$ cat src/rtl/pad_vddio_mon_pkg.sv
// Shared definitions for the VDDIO pad-supply monitor.
//   state_e             : FSM state encoding, also driven on the STATE debug port
//   DEF_DEBOUNCE_CYCLES : default synced-high cycles before the rail is qualified
//   DEF_ISO_DELAY       : default cycles spent in ISO_RELEASE and in BROWNOUT
package pad_vddio_mon_pkg;

    typedef enum logic [2:0] {
        OFF         = 3'd0,
        DEBOUNCE    = 3'd1,
        ISO_RELEASE = 3'd2,
        ACTIVE      = 3'd3,
        BROWNOUT    = 3'd4
    } state_e;

    localparam int unsigned DEF_DEBOUNCE_CYCLES = 16;
    localparam int unsigned DEF_ISO_DELAY       = 8;

endpackage

$ cat src/rtl/pad_vddio_monitor_sync.sv
// Two-flop synchroniser for an asynchronous level; both flops reset to 0.
//   clk_i  : destination clock
//   rst_ni : asynchronous active-low reset
//   d_i    : asynchronous input level
//   q_o    : synchronised level (second flop)
module pad_sync2 (
    input  logic clk_i,
    input  logic rst_ni,
    input  logic d_i,
    output logic q_o
);

    logic meta_q;
    logic sync_q;

    always_ff @(posedge clk_i or negedge rst_ni) begin
        if (!rst_ni) begin
            meta_q <= 1'b0;
            sync_q <= 1'b0;
        end else begin
            meta_q <= d_i;
            sync_q <= meta_q;
        end
    end

    assign q_o = sync_q;

endmodule

$ cat src/rtl/pad_vddio_monitor.sv
// VDDIO pad-supply monitor: qualifies the rail with a debounce period, releases
// pad isolation, then permits pad output enables; any low sample while qualified
// drops into a timed BROWNOUT before requalifying.
//   CLK          : block clock
//   RESETn       : asynchronous active-low reset
//   VDDIO_SENSE  : asynchronous supply-present level
//   PWR_GOOD     : rail qualified (ISO_RELEASE, ACTIVE)
//   ISO_EN       : pad-ring isolation enable
//   IO_OE_EN     : global pad output-enable permit
//   BROWNOUT_IRQ : sticky brownout flag
//   IRQ_CLR      : single-cycle flag clear
//   STATE        : current FSM state (debug)
// Optional feature: define PAD_VDDIO_MON_IRQ_EN to enable BROWNOUT_IRQ; otherwise
// it is tied 0 and IRQ_CLR is ignored.
module pad_vddio_monitor
    import pad_vddio_mon_pkg::*;
#(
    parameter int unsigned DEBOUNCE_CYCLES = DEF_DEBOUNCE_CYCLES,
    parameter int unsigned ISO_DELAY       = DEF_ISO_DELAY
) (
    input  logic       CLK,
    input  logic       RESETn,
    input  logic       VDDIO_SENSE,
    output logic       PWR_GOOD,
    output logic       ISO_EN,
    output logic       IO_OE_EN,
    output logic       BROWNOUT_IRQ,
    input  logic       IRQ_CLR,
    output logic [2:0] STATE
);

    localparam int unsigned MAXC = (DEBOUNCE_CYCLES > ISO_DELAY) ? DEBOUNCE_CYCLES : ISO_DELAY;
    localparam int unsigned CW   = (MAXC > 1) ? $clog2(MAXC) : 1;
    localparam logic [CW-1:0] DEB_LAST = CW'(DEBOUNCE_CYCLES - 1);
    localparam logic [CW-1:0] ISO_LAST = CW'(ISO_DELAY - 1);

    logic          sense_s;
    state_e        state_q, state_d;
    logic [CW-1:0] cnt_q, cnt_d;
    logic          iso_q, iso_d;
    logic          pg_q, pg_d;
    logic          oe_q, oe_d;

    pad_sync2 u_sync (
        .clk_i  (CLK),
        .rst_ni (RESETn),
        .d_i    (VDDIO_SENSE),
        .q_o    (sense_s)
    );

    always_comb begin
        state_d = state_q;
        cnt_d   = cnt_q;
        unique case (state_q)
            OFF: begin
                if (sense_s) begin
                    state_d = DEBOUNCE;
                    cnt_d   = '0;
                end
            end
            DEBOUNCE: begin
                if (!sense_s) begin
                    state_d = OFF;
                    cnt_d   = '0;
                end else if (cnt_q == DEB_LAST) begin
                    state_d = ISO_RELEASE;
                    cnt_d   = '0;
                end else begin
                    cnt_d = cnt_q + 1'b1;
                end
            end
            ISO_RELEASE: begin
                if (!sense_s) begin
                    state_d = BROWNOUT;
                    cnt_d   = '0;
                end else if (cnt_q == ISO_LAST) begin
                    state_d = ACTIVE;
                    cnt_d   = '0;
                end else begin
                    cnt_d = cnt_q + 1'b1;
                end
            end
            ACTIVE: begin
                if (!sense_s) begin
                    state_d = BROWNOUT;
                    cnt_d   = '0;
                end
            end
            BROWNOUT: begin
                // Timed exit only; the sense level is deliberately ignored here.
                if (cnt_q == ISO_LAST) begin
                    state_d = OFF;
                    cnt_d   = '0;
                end else begin
                    cnt_d = cnt_q + 1'b1;
                end
            end
            default: begin
                state_d = OFF;
                cnt_d   = '0;
            end
        endcase
    end

    // Outputs decoded from the next state so they register on the same edge as
    // the state itself; OE is only ever set in ACTIVE, where ISO is cleared.
    always_comb begin
        iso_d = 1'b1;
        pg_d  = 1'b0;
        oe_d  = 1'b0;
        case (state_d)
            ISO_RELEASE: begin
                iso_d = 1'b0;
                pg_d  = 1'b1;
            end
            ACTIVE: begin
                iso_d = 1'b0;
                pg_d  = 1'b1;
                oe_d  = 1'b1;
            end
            default: ;
        endcase
    end

    always_ff @(posedge CLK or negedge RESETn) begin
        if (!RESETn) begin
            state_q <= OFF;
            cnt_q   <= '0;
            iso_q   <= 1'b1;
            pg_q    <= 1'b0;
            oe_q    <= 1'b0;
        end else begin
            state_q <= state_d;
            cnt_q   <= cnt_d;
            iso_q   <= iso_d;
            pg_q    <= pg_d;
            oe_q    <= oe_d;
        end
    end

`ifdef PAD_VDDIO_MON_IRQ_EN
    logic irq_q, irq_d;

    // Set wins over clear when BROWNOUT is entered in the same cycle.
    always_comb begin
        irq_d = irq_q;
        if ((state_d == BROWNOUT) && (state_q != BROWNOUT)) begin
            irq_d = 1'b1;
        end else if (IRQ_CLR) begin
            irq_d = 1'b0;
        end
    end

    always_ff @(posedge CLK or negedge RESETn) begin
        if (!RESETn) begin
            irq_q <= 1'b0;
        end else begin
            irq_q <= irq_d;
        end
    end

    assign BROWNOUT_IRQ = irq_q;
`else
    logic irq_clr_unused;
    assign irq_clr_unused = IRQ_CLR;
    assign BROWNOUT_IRQ   = 1'b0;
`endif

    assign PWR_GOOD = pg_q;
    assign ISO_EN   = iso_q;
    assign IO_OE_EN = oe_q;
    assign STATE    = state_q;

endmodule

$ cat config.mk
export PLATFORM = sky130hd
export DESIGN_NAME = pad_vddio_monitor
export DESIGN_NICKNAME = d
export VERILOG_FILES = /design/src/rtl/pad_vddio_mon_pkg.sv /design/src/rtl/pad_vddio_monitor_sync.sv /design/src/rtl/pad_vddio_monitor.sv
export SDC_FILE = /design/constraint.sdc
export NUM_CORES = 1
export LEC_CHECK = 0
export BUFFER_PORTS_ARGS = -buffer_cell sky130_fd_sc_hd__buf_2
export CORE_MARGIN = 1
export CORE_UTILIZATION = 43
export CTS_CLUSTER_SIZE = 14
export DETAILED_ROUTE_END_ITERATION = 6
export PLACE_DENSITY = 0.68
export SYNTH_ARGS = -nofsm -noshare
export SYNTH_HDL_FRONTEND = slang
export SYNTH_SLANG_ARGS = --single-unit
$ cat constraint.sdc
create_clock -name CLK -period 2.3 [get_ports CLK]
set_input_delay 0.345 -clock CLK [delete_from_list [all_inputs] [get_ports CLK]]
set_output_delay 0.345 -clock CLK [all_outputs]
set_load 0.005 [all_outputs]
==> out/metrics.yaml, run 1 <==
status: "complete, no violations"
pwr-share-clk: 0.360
globalplace.congestion: 0.756
synth_nets: 65
relSlewSlack: 0.645
rows: 13
routed_wl_um: 1040
syn_inst: 60
worst_slack_ns: 0.737
cp-end-kind: "register"
antenna_found_initial: 0
initialDrtViolationCount: 7
cts_buffers: 3
min_period_over_period: 0.680
power_frac_comb: 0.058
fin_tns_setup_ns: 0
dr.pass1.iters: 4
yosysUniqueCellTypes: 32
clock-sinks: 12
r2r-end: "cnt_q[1]$_DFFE_PN0P_"
synth_edf_count: 0
r2r_start: "cnt_q[0]$_DFFE_PN0P_"
start_util: 0.469
synth_area_um2: 618
crit_arrival_ns: 1.76
post_cts_buffers: 0
grt_pass1_vias: 385
cp.required_ns: 2.50
grt_util_all_layers: 0.158
tritoncts: "yes"
cts.htree.levels: 1
ir_worst_vdd_mv: 0.233
reg2reg_slack_ns: 0.74
swShare: 0.238
hold_depth: 1
reg2reg_depth: 5
antennaDiodeCount: 0
clk_path_buf_depth: 2
netSwitchingPower_mw: 0.0916
p_int_mw: 0.293
coreArea_um2: 1320
synthFlopType: "dfrtp_1"
fmax_mhz: 640
worstMarginPinSlew_ns: 0.528
layout_common_cells: "dfrtp_1, buf_2, o21ai_0"
via_per_inst: 5.64
timing_worst_setup_path_type: "register to register"
fin_crit_ns: 1.56
powerDensity_nw_per_um2: 564
fin_nets: 75
cts_resized: 0
seq_power_share: 0.583
maxCapViolations: 0
syn2layout_area_growth_pct: 10.3
vias: 474
yosys_register_bits: 12
synth.avg_cell_area_um2: 10.3
async_flop_share: 1.00
cts_hold_buf: 1
io_pins: 11
setup_viol: 0
multi_input_area_um2: 270
portBuffers: 8
nFillCells: 110
die_h_um: 39.9
leakagePower_nw: 0.318
grt_max_degree: 13
clk_latency_ns: 0.27
yosysSeqAreaShare: 0.488
route.detailed.drc: 0
regArea_um2: 302
post_route_cells_drive_above_1_share: 0.232
place_hpwl_um: 735
die_area_um2: 1590
worstPathMaxFanout: 4
hold_viol: 0
root_buffer: "clkbuf_4"
critPathCapture: "cnt_q[1]$_DFFE_PN0P_"
start_kind: "register"
antenna_left: 0
hold_path_class: "input pin to register"
rsz0062_at_grt: "no"
startpoint: "cnt_q[0]$_DFFE_PN0P_"
gr-total-overflow: 0
wl_per_cell_um: 12.4
fin_skew_ns: 0.00400
post-place-ws_ns: 0.751
slew_viol_final: 0
die_x_um: 39.9
final_common_cell: "dfrtp_1"
synth_warnings: 0
grt_pass1_wl_um: 1660
path_clk_slew_ns: 0.08
[state kept, by name, indices dropped and copies added, names as in the netlist]
signal / cells
cnt_q: 4
STATE: 3
IO_OE_EN: 1
ISO_EN: 1
PWR_GOOD: 1
u_sync.meta_q: 1
u_sync.q_o: 1
[per-layer routing]
layer	routed length [um]	vias up	GRT usage
met4	18	0	0.0776
met1	521	231	0.210
met5	0	-	0
li1	-	229	-
met3	29	2	0.0341
met2	470	12	0.238
[worst min-delay path by stage]
stage,from,end,slack [ns]
5_1_grt,VDDIO_SENSE,u_sync.meta_q$_DFF_PN0_,0.17
3_5_place_dp,RESETn,STATE[0]$_DFF_PN0_,0.24
6_report,VDDIO_SENSE,u_sync.meta_q$_DFF_PN0_,0.18
2_1_floorplan,RESETn,IO_OE_EN$_DFF_PN0_,0.05
3_3_place_gp,RESETn,IO_OE_EN$_DFF_PN0_,0.24
4_1_cts,VDDIO_SENSE,u_sync.meta_q$_DFF_PN0_,0.17
[critical path, stage by stage (launching register included)]
cell and delay [ns]:
dfrtp_1 0.41, ha_1 0.26, and3b_1 0.25, nor4b_4 0.28, nor3_1 0.12, o21ai_0 0.17
[power groups by stage]
stage	clock [mW]	sequential, mW	combinational [mW]
2_1_floorplan	0	0.225	0.0179
3_3_place_gp	0	0.228	0.0210
3_5_place_dp	0	0.228	0.0214
4_1_cts	0.142	0.224	0.0228
5_1_grt	0.153	0.225	0.0265
6_report	0.138	0.224	0.0222
[synthesized netlist by cell type, types with 2 or more instances]
cell / count / area share
nor3_1: 4 / 0.032
dfrtp_1: 11 / 0.45
nor2_1: 3 / 0.018
inv_1: 3 / 0.018
nor4_1: 3 / 0.030
buf_4: 2 / 0.024
o21ai_0: 5 / 0.040
a21oi_1: 4 / 0.032
nand2_1: 2 / 0.012
[metrics by stage]
stage | total power, mW | hold WS (ns) | area (um^2) | util | instances
floorplan | 0.243 | 0.0494 | 618 | - | 60
finish | 0.385 | 0.176 | 682 | 0.518 | 84
detailed placement | 0.250 | 0.237 | 646 | 0.490 | 79
global placement | 0.249 | 0.236 | 646 | 0.490 | 79
CTS | 0.388 | 0.172 | 682 | 0.518 | 84
global route | 0.405 | 0.173 | 682 | 0.518 | 84
[logic make-up (layout without fill, tap and decap cells)]
group | Yosys count | count (layout) | share of synthesized area
xor+xnor | 1 | 1 | 0.0142
flops | 12 | 12 | 0.488
compound gates | 13 | 13 | 0.126
buf+inv | 8 | 17 | 0.0749
fa+ha+maj | 2 | 2 | 0.0364
simple gates | 23 | 23 | 0.255
other cells | 1 | 1 | 0.00607
[final cells by class]
type                       instances  area share
tap                               15      0.0275
sequential                        12       0.442
timing repair buffer               9      0.0734
clock buffer                       4      0.0385
multi-input combinational         40       0.396
inverter                           4      0.0220
No activity file was read; power rests on OpenSTA's default activity.
==> run 2: changes to the inputs <==
--- a/config.mk
+++ b/config.mk
@@ -10,7 +10,7 @@
 export CORE_UTILIZATION = 43
 export CTS_CLUSTER_SIZE = 14
 export DETAILED_ROUTE_END_ITERATION = 6
-export PLACE_DENSITY = 0.68
+export PLACE_DENSITY = 0.71
 export SYNTH_ARGS = -nofsm -noshare
 export SYNTH_HDL_FRONTEND = slang
 export SYNTH_SLANG_ARGS = --single-unit
==> constraint.sdc (replaced) <==
create_clock -name CLK -period 1.3 [get_ports CLK]
set_input_delay 0.195 -clock CLK [delete_from_list [all_inputs] [get_ports CLK]]
set_output_delay 0.195 -clock CLK [all_outputs]
set_load 0.005 [all_outputs]
==> out/metrics.yaml, run 2 (synthesis results as in run 1) <==
portBuffers: 8
via_per_inst: 5.25
clk_latency_ns: 0.27
antennaDiodeCount: 0
grt_max_degree: 13
hold_ws_ns: 0.0262
timing_worst_setup_path_type: "register to register"
vias: 535
place_hpwl_um: 901
leakagePower_nw: 0.410
wl_per_cell_um: 13.3
start_util: 0.469
coreArea_um2: 1320
post_route_cells_drive_above_1_share: 0.529
clock-sinks: 12
rsz0062_at_grt: "yes"
fin_nets: 93
cts.htree.levels: 1
placed_area_um2: 769
status: "finished, violations left"
grt_util_all_layers: 0.200
dr.pass1.iters: 3
grt_pass1_wl_um: 2040
fin_skew_ns: 0.00294
syn2layout_area_growth_pct: 43.3
rows: 13
die_h_um: 39.9
largest_register_ffs: 4
cp-end-kind: "register"
final_common_cell: "buf_4"
fin_crit_ns: 1.40
hold_viol: 0
routed_wl_um: 1350
violations: "setup timing"
worst_slack_ns: -0.0982
die_area_um2: 1590
cts_buffers: 3
globalplace.congestion: 0.756
start_kind: "register"
antenna_left: 0
grt_pass1_vias: 494
antenna_found_initial: 0
route.detailed.drc: 0
fin_area_um2: 886
worstPathMaxFanout: 4
hold_path_class: "input pin to register"
fmax_mhz: 715
min_period_over_period: 1.08
top_register: "cnt_q"
initialDrtViolationCount: 7
clk_path_buf_depth: 2
gr-total-overflow: 0
crit_arrival_ns: 1.55
slew_viol_final: 0
path_clk_slew_ns: 0.07
layout_common_cells: "buf_4, dfrtp_1, buf_2"
powerDensity_nw_per_um2: 805
die_x_um: 39.9
root_buffer: "clkbuf_4"
maxCapViolations: 0
tritoncts: "yes"
fin_tns_setup_ns: -0.351
ir_worst_vdd_mv: 0.498
setup_viol: 5
cp.required_ns: 1.45
io_pins: 11
run 2: layout make-up:
cell class	count	area [um^2]
fill	101	432
multi-input combinational	40	333
sequential	12	304
timing repair buffer	27	189
clock buffer	4	26.3
tap	15	18.8
inverter	4	15.0
run 2: power by group:
| part | switching, mW | internal (mW) |
|---|---|---|
| clock | 0.113 | 0.119 |
| sequential | 0.0151 | 0.384 |
| combinational | 0.0372 | 0.0455 |
run 2: critical path: stages (launching register included):
cell and delay, ns:
dfrtp_1 0.40, ha_4 0.17, and3b_2 0.26, nor4b_4 0.07
o32ai_1 0.30, nand2_1 0.09
run 2: final timing paths:
path	end	slack, ns	cells past startpoint	startpoint
min	u_sync.meta_q$_DFF_PN0_	0.03	1	VDDIO_SENSE
min in group asynchronous	cnt_q[2]$_DFFE_PN0P_	0.33	2	RESETn
min reg2reg	u_sync.q_o$_DFF_PN0_	0.35	0	u_sync.meta_q$_DFF_PN0_
max	cnt_q[3]$_DFFE_PN0P_	-0.1	5	cnt_q[1]$_DFFE_PN0P_
max in group asynchronous	ISO_EN$_DFF_PN1_	0.70	2	RESETn
max reg2reg	cnt_q[3]$_DFFE_PN0P_	-0.1	5	cnt_q[1]$_DFFE_PN0P_
run 2: repair_timing:
item / 4_1_cts / 5_1_grt
endpoints found under the hold margin: 11 / 0
pin swaps: 11 / 2
gates resized for setup: 8 / 6
buffers inserted: 3 / 0
gates cloned: 0 / 0
setup endpoints to repair: 5 / 6
hold buffers: 1 / 0
run 2: per-layer routing:
| layer | vias up | routed length (um) | track usage |
|---|---|---|---|
| met5 | - | 0 | 0 |
| met4 | 0 | 0 | 0.0259 |
| met3 | 0 | 54 | 0.0852 |
| met2 | 11 | 732 | 0.367 |
| met1 | 259 | 567 | 0.212 |
| li1 | 265 | - | - |
run 2: metrics by stage:
step                setup WS, ns   util  total power, mW  std cells
finish                   -0.0982  0.672            0.713        102
CTS                       -0.157  0.649            0.720        102
global route              -0.186  0.672            0.757        102
detailed placement        -0.218  0.584            0.465         94
global placement          -0.129  0.584            0.463         94
floorplan                -0.0383      -            0.431         60
